==> config.mk <==
export PLATFORM = sky130hd
export DESIGN_NAME = rom_read_arbiter_flat
export DESIGN_NICKNAME = d
export VERILOG_FILES = /design/src/rtl/rom_read_arbiter_if.sv /design/src/rtl/rom_read_arbiter.sv /design/src/flat_wrapper.sv
export SDC_FILE = /design/constraint.sdc
export NUM_CORES = 1
export LEC_CHECK = 0
export BUFFER_PORTS_ARGS = -buffer_cell sky130_fd_sc_hd__buf_4
export CORE_MARGIN = 2
export CORE_UTILIZATION = 41
export DETAILED_ROUTE_END_ITERATION = 8
export PLACE_DENSITY = 0.8
export REMOVE_ABC_BUFFERS = 1
export SYNTH_ARGS = -nofsm -noshare
export SYNTH_HDL_FRONTEND = slang
export SYNTH_SLANG_ARGS = --single-unit
export TNS_END_PERCENT = 50
==> constraint.sdc <==
create_clock -name clk -period 2.3 [get_ports clk]
set_clock_uncertainty 0.2 [all_clocks]
set_input_delay 0.23 -clock clk [delete_from_list [all_inputs] [get_ports clk]]
set_output_delay 0.23 -clock clk [all_outputs]
set_load 0.01 [all_outputs]
==> src/rtl/rom_read_arbiter_if.sv <==
// ---------------------------------------------------------------------------
// rom_read_arbiter_if
//
// Purpose : Bundles the two requester handshakes (IF and LS) and the shared
//           boot-ROM read port that the arbiter drives.
//
// Signals : if_req / ls_req       requester asks for a read (held until gnt)
//           if_addr / ls_addr     requester byte address
//           if_gnt / ls_gnt       request accepted this cycle (combinational)
//           if_rvalid / ls_rvalid one-cycle response pulse, one cycle after gnt
//           if_rdata / ls_rdata   response word (holds between responses)
//           if_err / ls_err       response is an error (qualified by rvalid)
//           rom_addr              byte offset presented to the ROM
//           rom_dout              asynchronous ROM word at rom_addr
//
// Modports: master - requester/ROM environment side
//           slave  - arbiter side
// ---------------------------------------------------------------------------
interface rom_read_arbiter_if #(
  parameter int DATA_WIDTH = 32
);
  logic                  if_req;
  logic [DATA_WIDTH-1:0] if_addr;
  logic                  if_gnt;
  logic                  if_rvalid;
  logic [DATA_WIDTH-1:0] if_rdata;
  logic                  if_err;

  logic                  ls_req;
  logic [DATA_WIDTH-1:0] ls_addr;
  logic                  ls_gnt;
  logic                  ls_rvalid;
  logic [DATA_WIDTH-1:0] ls_rdata;
  logic                  ls_err;

  logic [DATA_WIDTH-1:0] rom_addr;
  logic [DATA_WIDTH-1:0] rom_dout;

  modport master (
    output if_req, if_addr, ls_req, ls_addr, rom_dout,
    input  if_gnt, if_rvalid, if_rdata, if_err,
           ls_gnt, ls_rvalid, ls_rdata, ls_err, rom_addr
  );

  modport slave (
    input  if_req, if_addr, ls_req, ls_addr, rom_dout,
    output if_gnt, if_rvalid, if_rdata, if_err,
           ls_gnt, ls_rvalid, ls_rdata, ls_err, rom_addr
  );
endinterface

==> src/rtl/rom_read_arbiter.sv <==
// ---------------------------------------------------------------------------
// rom_read_arbiter
//
// Purpose : Shares the single asynchronous boot-ROM read port between the
//           instruction-fetch (IF) and load (LS) requesters. One grant per
//           cycle; the granted address is checked against the 4 KB ROM window
//           and word alignment, and the response (data or error) is
//           registered one cycle after the grant.
//
// Ports   : clk  - single clock, rising edge
//           rst  - synchronous, active-high reset
//           bus  - rom_read_arbiter_if.slave (IF/LS handshakes + ROM port)
//
// Config  : ROM_ARB_FIXED_PRIO_EN
//             defined   -> fixed priority, LS always beats IF (IF may starve)
//             undefined -> round-robin on a 1-bit last-grant register
// ---------------------------------------------------------------------------
module rom_read_arbiter #(
  parameter int                    DATA_WIDTH = 32,
  parameter int                    ADDR_WIDTH = 12,
  parameter logic [DATA_WIDTH-1:0] BASE_ADDR  = 32'hBFC00000
) (
  input  logic               clk,
  input  logic               rst,
  rom_read_arbiter_if.slave  bus
);

  // Upper address bits that identify the ROM window.
  localparam logic [DATA_WIDTH-ADDR_WIDTH-1:0] ROM_TAG =
    BASE_ADDR[DATA_WIDTH-1:ADDR_WIDTH];

  // ------------------------------------------------------------------------
  // Input aliases
  // ------------------------------------------------------------------------
  logic                  w_if_req;
  logic                  w_ls_req;
  logic [DATA_WIDTH-1:0] w_if_addr;
  logic [DATA_WIDTH-1:0] w_ls_addr;
  logic [DATA_WIDTH-1:0] w_rom_dout;

  assign w_if_req   = bus.if_req;
  assign w_ls_req   = bus.ls_req;
  assign w_if_addr  = bus.if_addr;
  assign w_ls_addr  = bus.ls_addr;
  assign w_rom_dout = bus.rom_dout;

  // ------------------------------------------------------------------------
  // Arbitration
  // ------------------------------------------------------------------------
  logic w_if_gnt;
  logic w_ls_gnt;

`ifdef ROM_ARB_FIXED_PRIO_EN
  // LS always wins; no history is kept.
  always_comb begin
    w_if_gnt = 1'b0;
    w_ls_gnt = 1'b0;
    if (!rst) begin
      w_ls_gnt = w_ls_req;
      w_if_gnt = w_if_req && !w_ls_req;
    end
  end
`else
  typedef enum logic {
    SIDE_IF = 1'b0,
    SIDE_LS = 1'b1
  } side_e;

  side_e r_last_grant;
  side_e w_last_grant_next;

  // Under contention the side that did not win last time gets the grant,
  // so each requester waits at most one cycle.
  always_comb begin
    w_if_gnt          = 1'b0;
    w_ls_gnt          = 1'b0;
    w_last_grant_next = r_last_grant;
    if (!rst) begin
      if (w_if_req && w_ls_req) begin
        w_if_gnt = (r_last_grant == SIDE_LS);
        w_ls_gnt = (r_last_grant == SIDE_IF);
      end else begin
        w_if_gnt = w_if_req;
        w_ls_gnt = w_ls_req;
      end
      if (w_if_gnt) begin
        w_last_grant_next = SIDE_IF;
      end else if (w_ls_gnt) begin
        w_last_grant_next = SIDE_LS;
      end
    end
  end

  // Reset to LS so that IF wins the first contention.
  always_ff @(posedge clk) begin
    if (rst) begin
      r_last_grant <= SIDE_LS;
    end else begin
      r_last_grant <= w_last_grant_next;
    end
  end
`endif

  // ------------------------------------------------------------------------
  // Address check on the granted address
  // ------------------------------------------------------------------------
  logic                  w_any_gnt;
  logic [DATA_WIDTH-1:0] w_sel_addr;
  logic                  w_in_range;
  logic                  w_aligned;
  logic                  w_ok;
  logic [DATA_WIDTH-1:0] w_rom_addr;
  logic [DATA_WIDTH-1:0] w_resp_data;

  assign w_any_gnt  = w_if_gnt | w_ls_gnt;
  assign w_sel_addr = w_ls_gnt ? w_ls_addr : w_if_addr;
  assign w_in_range = (w_sel_addr[DATA_WIDTH-1:ADDR_WIDTH] == ROM_TAG);
  // Alignment check also rejects the top three bytes of the window, so an
  // access there never wraps back to offset 0.
  assign w_aligned  = (w_sel_addr[1:0] == 2'b00);
  assign w_ok       = w_in_range && w_aligned;

  // The ROM only sees an offset for a legal granted access; anything else
  // parks the port at offset 0.
  always_comb begin
    w_rom_addr = '0;
    if (w_any_gnt && w_ok) begin
      w_rom_addr = {{(DATA_WIDTH-ADDR_WIDTH){1'b0}}, w_sel_addr[ADDR_WIDTH-1:0]};
    end
  end

  assign w_resp_data = w_ok ? w_rom_dout : '0;

  // ------------------------------------------------------------------------
  // Response registers
  // ------------------------------------------------------------------------
  logic                  r_if_rvalid;
  logic                  r_if_err;
  logic [DATA_WIDTH-1:0] r_if_rdata;
  logic                  r_ls_rvalid;
  logic                  r_ls_err;
  logic [DATA_WIDTH-1:0] r_ls_rdata;

  // A reset on the edge after a grant drops that response.
  always_ff @(posedge clk) begin
    if (rst) begin
      r_if_rvalid <= 1'b0;
      r_if_err    <= 1'b0;
      r_if_rdata  <= '0;
      r_ls_rvalid <= 1'b0;
      r_ls_err    <= 1'b0;
      r_ls_rdata  <= '0;
    end else begin
      r_if_rvalid <= w_if_gnt;
      r_if_err    <= w_if_gnt && !w_ok;
      r_ls_rvalid <= w_ls_gnt;
      r_ls_err    <= w_ls_gnt && !w_ok;
      // rdata holds between responses.
      if (w_if_gnt) begin
        r_if_rdata <= w_resp_data;
      end
      if (w_ls_gnt) begin
        r_ls_rdata <= w_resp_data;
      end
    end
  end

  // ------------------------------------------------------------------------
  // Outputs
  // ------------------------------------------------------------------------
  assign bus.if_gnt    = w_if_gnt;
  assign bus.ls_gnt    = w_ls_gnt;
  assign bus.rom_addr  = w_rom_addr;
  assign bus.if_rvalid = r_if_rvalid;
  assign bus.if_err    = r_if_err;
  assign bus.if_rdata  = r_if_rdata;
  assign bus.ls_rvalid = r_ls_rvalid;
  assign bus.ls_err    = r_ls_err;
  assign bus.ls_rdata  = r_ls_rdata;

endmodule

==> src/flat_wrapper.sv <==
// flat-port wrapper written by rule: the top's interface ports become plain ports
module rom_read_arbiter_flat 
#(
  parameter int                    DATA_WIDTH = 32,
  parameter int                    ADDR_WIDTH = 12,
  parameter logic [DATA_WIDTH-1:0] BASE_ADDR  = 32'hBFC00000
)
  (clk, rst, bus_if_req, bus_if_addr, bus_ls_req, bus_ls_addr, bus_rom_dout, bus_if_gnt, bus_if_rvalid, bus_if_rdata, bus_if_err, bus_ls_gnt, bus_ls_rvalid, bus_ls_rdata, bus_ls_err, bus_rom_addr);
  rom_read_arbiter_if #(.DATA_WIDTH(DATA_WIDTH)) bus_i ();
  input  logic clk;
  input  logic rst;
  input wire logic [$bits(bus_i.if_req)-1:0] bus_if_req;
  input wire logic [$bits(bus_i.if_addr)-1:0] bus_if_addr;
  input wire logic [$bits(bus_i.ls_req)-1:0] bus_ls_req;
  input wire logic [$bits(bus_i.ls_addr)-1:0] bus_ls_addr;
  input wire logic [$bits(bus_i.rom_dout)-1:0] bus_rom_dout;
  output wire logic [$bits(bus_i.if_gnt)-1:0] bus_if_gnt;
  output wire logic [$bits(bus_i.if_rvalid)-1:0] bus_if_rvalid;
  output wire logic [$bits(bus_i.if_rdata)-1:0] bus_if_rdata;
  output wire logic [$bits(bus_i.if_err)-1:0] bus_if_err;
  output wire logic [$bits(bus_i.ls_gnt)-1:0] bus_ls_gnt;
  output wire logic [$bits(bus_i.ls_rvalid)-1:0] bus_ls_rvalid;
  output wire logic [$bits(bus_i.ls_rdata)-1:0] bus_ls_rdata;
  output wire logic [$bits(bus_i.ls_err)-1:0] bus_ls_err;
  output wire logic [$bits(bus_i.rom_addr)-1:0] bus_rom_addr;
  assign bus_i.if_req = bus_if_req;
  assign bus_i.if_addr = bus_if_addr;
  assign bus_i.ls_req = bus_ls_req;
  assign bus_i.ls_addr = bus_ls_addr;
  assign bus_i.rom_dout = bus_rom_dout;
  assign bus_if_gnt = bus_i.if_gnt;
  assign bus_if_rvalid = bus_i.if_rvalid;
  assign bus_if_rdata = bus_i.if_rdata;
  assign bus_if_err = bus_i.if_err;
  assign bus_ls_gnt = bus_i.ls_gnt;
  assign bus_ls_rvalid = bus_i.ls_rvalid;
  assign bus_ls_rdata = bus_i.ls_rdata;
  assign bus_ls_err = bus_i.ls_err;
  assign bus_rom_addr = bus_i.rom_addr;
  rom_read_arbiter #(.DATA_WIDTH(DATA_WIDTH), .ADDR_WIDTH(ADDR_WIDTH), .BASE_ADDR(BASE_ADDR)) u_core (.clk(clk), .rst(rst), .bus(bus_i));
endmodule
## After elaboration in Yosys (flattened, before gate mapping)

Cells that the tools add are included.

- Equality and inequality tests: 1
- Mux-type cells: 11
- Bitwise gates (word level): 2
- Reductions and logical operators: 8

Operator list:

| cell | number |
|---|---|
| 32-bit 2-to-1 mux | 2 |
| 20-bit equality test (second input constant) | 1 |
| 12-bit 2-to-1 mux | 1 |
| 1-bit 2-to-1 mux | 8 |
| 1-bit logical AND | 5 |
| 2-bit zero test | 1 |
| 2-bit nonzero test | 1 |
| 1-bit zero test | 1 |
| 1-bit NOT | 1 |
| 1-bit OR | 1 |

- Flip-flop bits (word level): 69
- Bits of input ports: 100
- Output and inout port bits: 102
- Word-level logic and storage cells: 29

## Longest topological paths before layout

Gate-level depths: netlist (run 1).

- Word-level depth: 9
- Depth in mapped cells: 8
- Depth with buffers taken out: 5

## Worst setup path before layout (run 1)

OpenSTA, ideal clock, no wires.

- Path type: input port to output port
- Start: input port bus_ls_addr[14]
- End: output port bus_rom_addr[11]
- Data arrival time: 1.826 ns
- Required time: 1.870 ns
- Path slack: 0.044 ns
- Stages: 8
- Path buffers: 3
- Path through: or4_1 -> nor4_1 -> and4_1 -> buf_4 -> a31o_1 -> buf_6 -> buf_6 -> nor3b_2

- Cells in the longest elaborated chain, start to end: 5

RTL lines:

| element | RTL line | RTL |
|---|---|---|
| from (decl) | flat_wrapper.sv:15 | `input wire logic [$bits(bus_i.ls_addr)-1:0] bus_ls_addr;` |
| 32-bit 2-to-1 mux | rom_read_arbiter.sv:116 | `assign w_sel_addr = w_ls_gnt ? w_ls_addr : w_if_addr;` |
| 20-bit equality test | rom_read_arbiter.sv:117 | `assign w_in_range = (w_sel_addr[DATA_WIDTH-1:ADDR_WIDTH] == ROM_TAG);` |
| 1-bit logical AND | rom_read_arbiter.sv:121 | `assign w_ok = w_in_range && w_aligned;` |
| 1-bit logical AND | rom_read_arbiter.sv:127 | `if (w_any_gnt && w_ok) begin` |
| 12-bit 2-to-1 mux | rom_read_arbiter.sv:127 |  |
| to (decl) | flat_wrapper.sv:25 | `output wire logic [$bits(bus_i.rom_addr)-1:0] bus_rom_addr;` |

Every way passes these cells.

## Worst setup path after layout (run 1)

- Start: input port bus_ls_addr[17]
- End: output port bus_rom_addr[11]

The elaborated chain is that of the path after synthesis.

==> results_dict.tcl, run 1 <==
set metrics [dict create \
    status "finished, final reports clean" \
    grt_antenna_before_repair 0 \
    syn_area_um2 2903 \
    place_congestion 0.8239 \
    vias 2846 \
    grt-ovfl-total 0 \
    cts_sinks 69 \
    die_x_um 88.14 \
    viasPerCell 4.932 \
    worstSetupPathType "in -> out" \
    wl_met2_um 4823 \
    drive_gt1_share_pct 50.31 \
    clk_latency_ns 0.32 \
    required_ns 1.87 \
    relSlewSlack_pct 25.29 \
    rows 30 \
    cp_max_fo 6 \
    setup_tns_ns 0 \
    clk_pin_slew_ns 0.07 \
    synth_cell_type_count 31 \
    cp-start-kind "input port" \
    hpwl_um 6492 \
    hold_viol_final 0 \
    cpMostUsedCell "buf_6" \
    period_share_pct 99.90 \
    ys_ff_latch 69 \
    fmax_mhz 435.2 \
    yosysWarningCount 0 \
    highest_layer "met4" \
    num-fill-cells 522 \
    critPathCaptureType "output pin" \
    wirelength_um 9082 \
    fin_nets 576 \
    post_drt_wl_per_cell_um 15.74 \
    cts_buffer_depth 2 \
    instances_no_fill 577 \
    post_dp_cell_area_um2 4244 \
    initial_core_util_pct 42.49 \
    cts_tree "yes" \
    syn_avg_cell_area_um2 11.00 \
    setup_ws_ns 0.002356 \
    hp-class "in -> reg" \
    cts_inserted_buffers 9 \
    leakage_nw 2.223 \
    holdWs_ns 0.09003 \
    crit_slowest_cell "or4_4" \
    wl_met3_um 756 \
    irDropWorstVdd_uv 243.7 \
    dp.cells 525 \
    cap_violations 0 \
    finalPower_mw 2.410 \
    multiInputGateArea_um2 1365 \
    grt_max_degree 36 \
    ys_seq_area_share_pct 47.59 \
    diodes 0 \
    p_per_area_nw_per_um2 495.9 \
    grtUsageTotal_pct 22.32 \
    regArea_um2 1381 \
    path_cells "buf_6, or4_4, nor4_4, and4_4, a31o_4, nor3b_4, buf_6" \
    die_h_um 88.14 \
    drc_errors 0 \
    area_delta_synth_final_pct 67.41 \
    utilization_pct 71.14 \
    htree_levels 3 \
    crit_arrival_ns 1.87 \
    clockRootBuffer "clkbuf_8" \
    max_stage_delay_ns 0.55 \
    setup_viol 0 \
    core_um2 6832 \
    ant_nets 0 \
    tightest_slew_ns 1.118 \
    portBuffers 179 \
    design_area_um2 4860 \
    slew_viol_final 0 \
    pre_cts_slack_ns -0.1473 \
    grt_first_pass_wirelength_um 13220 \
    ioPinCount 202 \
    rsz0062_at_grt "true" \
    grt_pass1_vias 2863 \
    drt-met1-wl_um 3233 \
    drt_iter0_drc 70 \
    drt_pass1_iterations 4 \
    fin_crit_ns 2.298 \
    die_area_um2 7769 \
    synth_cells 264 \
]
-- cells in the mapped netlist (all sizes together) --
library cell   n  area [um2]
and2           2       12.51
nor2           5       18.77
nand3          1       5.000
nor4b          1       8.760
o21bai         1       7.510
or4            1       7.510
nand2          1       3.750
nand2b         1       6.260
inv            3       11.26
nor2b          1       6.260
o21ai          1       5.000
nand4          3       18.77
a21oi          1       5.000
and3           1       6.260
buf           32       247.7
a22o          32       280.3
conb           1       3.750
nor3b         42       365.4
a211oi         2       20.02
clkbuf        14       52.55
and4           1       8.760
a31o          33       289.0
nor4           5       31.28
mux2i         10       100.1
dfxtp         69        1381
-- state kept, by name, indices dropped and copies added (netlist names) --
name and flops:
u_core.bus.ls_rvalid 1, u_core.bus.if_rvalid 1, u_core.bus.if_err 1, u_core.bus.ls_err 1
u_core.r_last_grant 1, u_core.bus.ls_rdata 32, u_core.bus.if_rdata 32
-- layout by cell type, fill, tap and decap left out, types with 2 or more instances in the layout --
cell type and n:
a31o_1 16, conb_1 22, buf_6 4, nor3b_2 9, mux2i_1 7, a22o_1 32, mux2i_2 3, a31o_2 16
nor3b_1 32, nor2_1 4, clkbuf_8 11, clkinv_2 3, dlygate4sd3_1 35, nor4_1 4, dfxtp_1 69, a31o_4 2
nand4_1 3, inv_1 3, buf_4 185
-- routing by layer --
layer / vias up / global-route usage, %
met5: - / 0
met4: 0 / 10.74
met2: 147 / 43.39
met3: 23 / 5.844
met1: 1312 / 21.58
li1: 1364 / -
-- area by class of cell --
class,count,share of cell area [%]
clock buffers,12,3.193
clock inverters,4,0.4634
inverters,3,0.2317
multi-input cells,168,28.09
flip-flops and latches,69,28.42
well taps,96,2.472
repair buffers,225,37.13
-- cells by family after synthesis --
| kind of cell | count (synthesis) | share of synthesized area (%) |
|---|---|---|
| compound gates | 70 | 20.90 |
| simple gates | 65 | 17.20 |
| flops | 69 | 47.59 |
| other cells | 1 | 0.1292 |
| buf+inv | 49 | 10.73 |
| mux | 10 | 3.448 |
-- power breakdown --
group	switching (mW)	internal [mW]	total [mW]	leakage, nW
Combinational	0.148	0.187	0.335	1.57
Sequential	0.00289	1.20	1.20	0.557
Clock	0.427	0.445	0.872	0.0921
Total	0.578	1.83	2.41	2.22
-- critical path: cells and delay by family --
family	cells	cell delay, ns
and+or+nand+nor	4	1.28
buffers and inverters	2	0.22
AOI/OAI and AO/OA	1	0.13
-- worst paths after layout --
path                                           endpoint  slack (ns)              startpoint  depth (start not counted)
worst min-delay path               u_core.bus.if_rvalid        0.09              bus_ls_req                          3
worst max register to register  u_core.bus.ls_rdata[22]        0.33     u_core.r_last_grant                          5
worst min register to register   u_core.bus.ls_rdata[3]        0.27  u_core.bus.ls_rdata[3]                          1
worst max-delay path                   bus_rom_addr[11]       0.002         bus_ls_addr[17]                          7
-- repair_timing --
item / in CTS / in global routing
endpoints found under the setup margin: 10 / 10
buffers inserted: 0 / 0
hold buffers: 35 / 0
pin swaps: 0 / 3
endpoints found under the hold margin: 67 / 0
gates resized for setup: 5 / 12
cloned: 0 / 1
(Power assumes the default switching activity.)
==> run 2, diff against run 1 <==
==> constraint.sdc (replaced) <==
create_clock -name clk -period 2.3 [get_ports clk]
set_clock_uncertainty 0.2 [all_clocks]
set_input_delay 0.69 -clock clk [delete_from_list [all_inputs] [get_ports clk]]
set_output_delay 0.69 -clock clk [all_outputs]
set_load 0.01 [all_outputs]
==> results_dict.tcl, run 2 (same netlist as run 1, synthesis figures left out) <==
set metrics [dict create \
    status "complete, but fails checks" \
    violations "negative setup slack" \
    cp-start-kind "input port" \
    rows 30 \
    fin_nets 546 \
    area_delta_synth_final_pct 58.84 \
    grtUsageTotal_pct 21.60 \
    htree_levels 3 \
    hold_viol_final 0 \
    clk_latency_ns 0.33 \
    clockRootBuffer "clkbuf_8" \
    die_area_um2 7769 \
    viasPerCell 4.987 \
    place_congestion 0.8093 \
    grt_first_pass_wirelength_um 12850 \
    wirelength_um 8611 \
    hp-class "reg -> reg" \
    grt_max_degree 37 \
    ioPinCount 202 \
    grt_pass1_vias 2629 \
    portBuffers 179 \
    mostFrequentLayoutCells "184 x buf_4, 69 x dfxtp_1, 32 x a22o_1, 32 x nor3b_1, 22 x conb_1" \
    fin_crit_ns 3.177 \
    irDropWorstVdd_uv 323.9 \
    layout.cells.most_common "buf_4" \
    clk_pin_slew_ns 0.07 \
    fmax_mhz 314.8 \
    cp_max_fo 6 \
    die_h_um 88.14 \
    cts_sinks 69 \
    ant_nets 0 \
    period_share_pct 138.1 \
    regArea_um2 1381 \
    worstSetupPathType "in -> out" \
    setup_ws_ns -0.8766 \
    diodes 0 \
    critPathCaptureType "output pin" \
    required_ns 1.41 \
    drt_pass1_iterations 4 \
    hold_buffers 0 \
    post_dp_cell_area_um2 4307 \
    setup_viol 16 \
    drive_gt1_share_pct 54.34 \
    cts_tree "yes" \
    drt_iter0_drc 67 \
    drc_errors 0 \
    rsz0062_at_grt "true" \
    dp.cells 530 \
    cap_violations 0 \
    cts_inserted_buffers 9 \
    grt-ovfl-total 0 \
    leakage_nw 2.122 \
    slew_viol_final 0 \
    die_x_um 88.14 \
    multiInputGateArea_um2 1359 \
    core_um2 6832 \
    post_drt_wl_per_cell_um 15.80 \
    grt_antenna_before_repair 0 \
    num-fill-cells 550 \
    design_area_um2 4611 \
    hpwl_um 6389 \
    initial_core_util_pct 42.49 \
    instances_no_fill 545 \
    crit_arrival_ns 2.29 \
    p_per_area_nw_per_um2 542.8 \
    cts_buffer_depth 2 \
    vias 2718 \
]
## run 2: cell count changes in the layout (fill, tap and decap cells not counted), sizes merged
cell and delta:
buf +5, clkinv -3, clkinvlp -1, dlygate4sd3 -35
clkbuf +1, bufinv +1
## run 2: per-layer routing
metal / GRT usage, % / vias to the layer above / wire (um)
li1: - / 1310 / -
met3: 6.409 / 7 / 657
met1: 23.86 / 1265 / 3251
met4: 5.785 / 0 / 67
met5: 0 / - / 0
met2: 40.22 / 136 / 4634
## run 2: final cells by class
class                   count  area share (%)
clock buffers              13           3.664
clock inverters             1          0.6513
inverters                   3          0.2442
multi-input cells         168           29.47
flip-flops and latches     69           29.96
well taps                  96           2.605
repair buffers            195           33.41
## run 2: per-stage QoR
stage	utilization [%]	setup TNS, ns	power (mW)	hold WS (ns)	worst slack (ns)
final	67.49	-8.459	2.503	0.2766	-0.8766
after floorplan	-	-97.09	1.305	0.2510	-2.268
after CTS	66.67	-10.39	2.523	0.2789	-0.8801
after global placement	63.04	-36.65	1.513	0.2563	-0.9118
after global routing	67.49	-10.19	2.601	0.2875	-0.8973
after detailed placement	63.04	-40.65	1.518	0.2587	-1.021
## run 2: repair_timing
action	4_1_cts	5_1_grt
setup buffers	1	0
resized for setup	12	11
pin swaps	1	2
gates cloned	1	0
endpoints found under the setup margin	45	78
## run 2: worst max-delay path, stage by stage
cell and delay [ns]:
buf_6 0.09, or4_4 0.54, nor4_4 0.22, and4_4 0.27
a31o_4 0.12, nor3b_2 0.20, buf_4 0.16
## run 2: final timing paths
kind / endpoint / slack (ns) / cells past startpoint / from
setup / recovery: bus_rom_addr[11] / -0.88 / 7 / bus_ls_addr[14]
hold / removal: u_core.bus.ls_rdata[30] / 0.28 / 1 / u_core.bus.ls_rdata[30]
setup reg to reg: u_core.bus.ls_rdata[11] / 0.47 / 5 / u_core.r_last_grant
hold reg to reg: u_core.bus.ls_rdata[30] / 0.28 / 1 / u_core.bus.ls_rdata[30]
## run 2: report_power, final
part	switching (mW)	leakage (nW)	total, mW	internal (mW)
combinational	0.140	1.46	0.301	0.161
clock	0.421	0.102	1.00	0.579
sequential	0.00240	0.557	1.20	1.20
